[src/rtl/lcd_msg_writer.sv]
// Two-line character buffer that streams its contents to an LCD controller on request,
// using a request/busy handshake with an acknowledge timeout.
module lcd_msg_writer #(
  parameter int LINE_LEN    = 16,
  parameter int ACK_TIMEOUT = 8
) (
  input  logic       clk,
  input  logic       rst,
  input  logic       wr_en,
  input  logic [5:0] wr_addr,
  input  logic [7:0] wr_data,
  input  logic       refresh,
  input  logic       lcd_busy,
  output logic       lcd_enable,
  output logic [9:0] lcd_bus,
  output logic       active,
  output logic       done,
  output logic       err
);

  localparam int TW = (ACK_TIMEOUT > 1) ? $clog2(ACK_TIMEOUT) : 1;
  localparam logic [TW-1:0] TIMER_LAST = TW'(ACK_TIMEOUT - 1);
  localparam logic [6:0] LEN       = 7'(LINE_LEN);
  localparam logic [6:0] LINE1_HDR = 7'(LINE_LEN + 1);
  localparam logic [6:0] LAST_STEP = 7'(2 * LINE_LEN + 1);

  typedef enum logic [1:0] {IDLE, ISSUE, WAIT_ACK, WAIT_DONE} state_t;

  state_t        state;
  logic [6:0]    step;
  logic [TW-1:0] timer;
  logic          pending;

  // Slots at or above LINE_LEN are never written and stay constant.
  logic [7:0] line0 [32];
  logic [7:0] line1 [32];

  logic       wr_line0;
  logic       wr_line1;
  logic [4:0] idx0;
  logic [4:0] idx1;
  logic [9:0] step_word;

  always_comb begin
    wr_line0 = wr_en && !wr_addr[5] && ({2'b00, wr_addr[4:0]} < LEN);
    wr_line1 = wr_en &&  wr_addr[5] && ({2'b00, wr_addr[4:0]} < LEN);
  end

  always_ff @(posedge clk) begin
    if (rst) begin
      for (int i = 0; i < 32; i++) begin
        line0[i] <= 8'h20;
        line1[i] <= 8'h20;
      end
    end else if (wr_line0) begin
      line0[wr_addr[4:0]] <= wr_data;
    end else if (wr_line1) begin
      line1[wr_addr[4:0]] <= wr_data;
    end
  end

  // Word for the current step: line-0 home, line-0 chars, line-1 home, line-1 chars.
  always_comb begin
    idx0      = 5'(step - 7'd1);
    idx1      = 5'(step - LINE1_HDR - 7'd1);
    step_word = {2'b10, 8'h00};
    if (step == 7'd0) begin
      step_word = {2'b00, 8'h80};
    end else if (step <= LEN) begin
      step_word = {2'b10, line0[idx0]};
    end else if (step == LINE1_HDR) begin
      step_word = {2'b00, 8'hC0};
    end else begin
      step_word = {2'b10, line1[idx1]};
    end
  end

  always_ff @(posedge clk) begin
    if (rst) begin
      state      <= IDLE;
      step       <= 7'd0;
      timer      <= '0;
      pending    <= 1'b0;
      lcd_enable <= 1'b0;
      lcd_bus    <= 10'd0;
      active     <= 1'b0;
      done       <= 1'b0;
      err        <= 1'b0;
    end else begin
      lcd_enable <= 1'b0;
      done       <= 1'b0;
      if (refresh) begin
        err <= 1'b0;
      end
      if (refresh && active) begin
        pending <= 1'b1;
      end
      case (state)
        IDLE: begin
          if (refresh) begin
            step   <= 7'd0;
            active <= 1'b1;
            state  <= ISSUE;
          end
        end
        ISSUE: begin
          if (!lcd_busy) begin
            lcd_enable <= 1'b1;
            lcd_bus    <= step_word;
            timer      <= '0;
            state      <= WAIT_ACK;
          end
        end
        WAIT_ACK: begin
          if (lcd_busy) begin
            state <= WAIT_DONE;
          end else if (timer == TIMER_LAST) begin
            err     <= 1'b1;
            active  <= 1'b0;
            pending <= 1'b0;
            state   <= IDLE;
          end else begin
            timer <= timer + TW'(1);
          end
        end
        WAIT_DONE: begin
          if (!lcd_busy) begin
            if (step == LAST_STEP) begin
              // A queued or coincident refresh restarts without dropping active.
              done <= 1'b1;
              step <= 7'd0;
              if (pending || refresh) begin
                pending <= 1'b0;
                state   <= ISSUE;
              end else begin
                active <= 1'b0;
                state  <= IDLE;
              end
            end else begin
              step  <= step + 7'd1;
              state <= ISSUE;
            end
          end
        end
        default: state <= IDLE;
      endcase
    end
  end

endmodule

[config.mk]
export PLATFORM = sky130hd
export DESIGN_NAME = lcd_msg_writer
export DESIGN_NICKNAME = d
export VERILOG_FILES = /design/src/rtl/lcd_msg_writer.sv
export SDC_FILE = /design/constraint.sdc
export NUM_CORES = 1
export LEC_CHECK = 0
export BUFFER_PORTS_ARGS = -buffer_cell sky130_fd_sc_hd__buf_2
export CELL_PAD_IN_SITES_DETAIL_PLACEMENT = 0
export CELL_PAD_IN_SITES_GLOBAL_PLACEMENT = 1
export CORE_MARGIN = 2
export CORE_UTILIZATION = 45
export DETAILED_ROUTE_END_ITERATION = 10
export MAX_ROUTING_LAYER = met4
export PLACE_DENSITY_LB_ADDON = 0.1
export SYNTH_ARGS = -nofsm -noshare
export SYNTH_HDL_FRONTEND = slang
export SYNTH_SLANG_ARGS = --single-unit
[constraint.sdc]
create_clock -name clk -period 4.2 [get_ports clk]
set_input_delay 0.21 -clock clk [delete_from_list [all_inputs] [get_ports clk]]
set_output_delay 0.21 -clock clk [all_outputs]
set_load 0.03 [all_outputs]
==> results.sh <==
export IMPL_yosysSeqAreaShare_pct=68.22
export IMPL_grt_max_degree=172
export IMPL_crit_cells=10
export IMPL_nets=1743
export IMPL_worstPathCellList="buf_4 -> inv_1 -> ha_4 -> buf_4 -> mux2i_1 -> a22o_1 -> a221oi_1 -> o32a_1 -> nand3_1 -> nand3_1"
export IMPL_clockRootBuffer="clkbuf_16"
export IMPL_tightest_slew_ps=1125
export IMPL_netlist_area_leader_share_pct=65.99
export IMPL_hold_viol=0
export IMPL_antenna_left=0
export IMPL_synth_area_per_cell_um2=15.81
export IMPL_start_kind="register"
export IMPL_drv_cap=0
export IMPL_fin_util_pct=52.54
export IMPL_p_leak_nw=9.451
export IMPL_die_w_um=231.5
export IMPL_num_rows=83
export IMPL_critPathCaptureType="register"
export IMPL_synth_area_leaders="edfxtp_1, mux4_2, and2_1"
export IMPL_area_growth_pct=15.69
export IMPL_yosysMostFrequentCell="edfxtp_1"
export IMPL_worstHoldEndpoint="line0[12][5]$_SDFFCE_PN1P_"
export IMPL_crit_family="compound AO/OA/AOI/OAI gates"
export IMPL_syn_area_um2=23300
export IMPL_clock_skew_ps=14.79
export IMPL_arrival_ps=3630
export IMPL_grt_usage_pct=20.34
export IMPL_rrSetupSlack_ps=1110
export IMPL_synthFlopType="edfxtp_1"
export IMPL_cp_max_fo=27
export IMPL_cts_sinks=538
export IMPL_yosysUniqueCellTypes=57
export IMPL_tns_ps=0
export IMPL_gr_total_overflow=0
export IMPL_cts_tree="built"
export IMPL_dieArea_um2=53610
export IMPL_rsz0062_at_grt="false"
export IMPL_drv_slew=0
export IMPL_cts_max_level=2
export IMPL_crit_type="register to register"
export IMPL_max_slew_margin_pct=24.71
export IMPL_grt_pass1_wl_um=78110
export IMPL_drt_iter0_markers=1150
export IMPL_yosys_warnings=0
export IMPL_power_density_nw_per_um2=450.7
export IMPL_worstReg2RegStart="step[2]$_SDFFE_PP0P_"
export IMPL_worstReg2RegEnd="lcd_bus[2]$_SDFFE_PP0P_"
export IMPL_drive_above_1_share_pct=16.33
export IMPL_min_period_ps=3090
export IMPL_clk_pin_slew_ps=60
export IMPL_worstPathRequired_ps=4740
export IMPL_ir_worst_vdd_mv=0.2909
export IMPL_drc=0
export IMPL_antenna_found_initial=0
export IMPL_status="complete, no violations"
export IMPL_hp_class="primary input to register"
export IMPL_ctsLongestPathBuffers=3
export IMPL_hold_start="wr_addr[2]"
export IMPL_reg2reg_depth=10
export IMPL_dp_hpwl_um=32550
export IMPL_syn_inst=1474
export IMPL_synth_edff_count=512
export IMPL_path_buf_inv=3
export IMPL_yosys_area_top_type="edfxtp_1"
export IMPL_firstDrtPassIters=4
export IMPL_synth_common_cells="edfxtp_1, and2_1, mux4_2, clkbuf_1, nand2_1"
export IMPL_async_flop_share_pct=0
export IMPL_yosys_register_bits=538
export IMPL_wl_per_cell_um=21.03
export IMPL_io_pins=33
export IMPL_gp_congestion=0.8083
export IMPL_die_h_um=231.5
export IMPL_fmax_mhz=323.6
export IMPL_viasPerCell=5.020
export IMPL_core_um2=51300
export IMPL_setup_violations=0
export IMPL_cts_buffers_inserted=57
export IMPL_port_buffers=31
export IMPL_antenna_cells=0
export IMPL_wl_um=51410
export IMPL_hold_depth=3
export IMPL_max_stage_delay_ps=590
export IMPL_clkLatencyLatePin_ps=610
export IMPL_grt_pass1_vias=12356
export IMPL_vias=12270
export IMPL_period_share_pct=73.57
export IMPL_start_util_pct=45.41
export IMPL_crit_slowest_cell="ha_4"
area by class of cell:
type,instances,area [um2]
repair buffers,51,375.4
flip-flops and latches,538,15900
fillers,4341,24350
well taps,680,850.8
clock inverters,31,375.4
multi-input cells,1062,7840
clock buffers,77,1594
inverters,5,18.77
flip-flops by register name, indices dropped and copies added, names as in the netlist:
name        flops
done            1
err             1
line0         256
timer           3
active          1
pending         1
state           2
step            7
line1         256
lcd_enable      1
lcd_bus         9
worst max-delay path by stage:
stage / start / endpoint
detailed placement: step[2]$_SDFFE_PP0P_ / lcd_bus[2]$_SDFFE_PP0P_
floorplan: step[0]$_SDFFE_PP0P_ / lcd_bus[2]$_SDFFE_PP0P_
finish: step[2]$_SDFFE_PP0P_ / lcd_bus[2]$_SDFFE_PP0P_
global placement: step[2]$_SDFFE_PP0P_ / lcd_bus[2]$_SDFFE_PP0P_
global route: step[2]$_SDFFE_PP0P_ / lcd_bus[2]$_SDFFE_PP0P_
CTS: step[2]$_SDFFE_PP0P_ / lcd_bus[2]$_SDFFE_PP0P_
per-stage QoR:
step / cell area, um2 / setup slack (ps) / cells / hold WS, ps / power (mW)
finish: 26950 / 1110 / 2444 / 175.5 / 12.15
global route: 26950 / 960.5 / 2444 / 211.0 / 12.53
CTS: 26950 / 1058 / 2444 / 139.9 / 12.25
detailed placement: 24950 / 1068 / 2332 / 462.2 / 6.971
global placement: 24950 / 1105 / 2332 / 453.9 / 6.951
floorplan: 24260 / 1255 / 1729 / 300.2 / 6.755
power breakdown:
group	internal, mW	total (mW)	switching [mW]
registers	6.23	6.32	0.0941
logic	0.184	0.532	0.348
clock network	3.20	5.29	2.09
total	9.62	12.1	2.53
cell usage in the layout (no fill, tap or decap), types with 9 or more instances in the layout:
master	n
clkbuf_1	13
or2_2	33
nand3_1	34
and2_1	230
or3_1	37
mux4_2	111
clkinv_2	10
conb_1	257
buf_4	12
clkbuf_16	59
clkinv_1	11
mux2i_1	52
o21ai_0	9
nor3_1	14
edfxtp_1	512
a31oi_1	9
buf_2	30
a21oi_1	18
dfxtp_1	24
bufinv_16	9
a22oi_1	14
nand2_1	81
nor2_1	61
per-layer routing:
layer	vias up	track usage, %	routed length (um)
li1	5800	-	-
met4	0	5.228	1165
met1	6149	29.41	24700
met5	-	-	0
met2	241	30.10	23300
met3	80	3.494	2234
worst reg2reg max path: stages (launching register included):
cell,delay (ps)
dfxtp_1,310
buf_4,210
inv_1,140
ha_4,590
buf_4,370
mux2i_1,100
a22o_1,190
a221oi_1,500
o32a_1,270
nand3_1,210
nand3_1,150
what timing repair did:
item	CTS	global route
hold buffers	4	0
hold endpoints to repair	9	0
setup buffers	0	0
resized for setup	0	0
cell families (layout without fill, tap and decap cells):
group                    Yosys count  in the layout  synth area share (%)
XOR/XNOR                          15             15                0.6283
adder cells (fa/ha/maj)            9              9                0.4833
AND/OR/NAND/NOR                  523            523                 12.39
multiplexers                     165            165                 13.06
flip-flops                       538            538                 68.22
AO/OA/AOI/OAI                     93             93                 2.809
other                              2            257               0.03223
buffers and inverters            129            164                 2.374
Note: power is estimated with default switching activity, not from simulation.
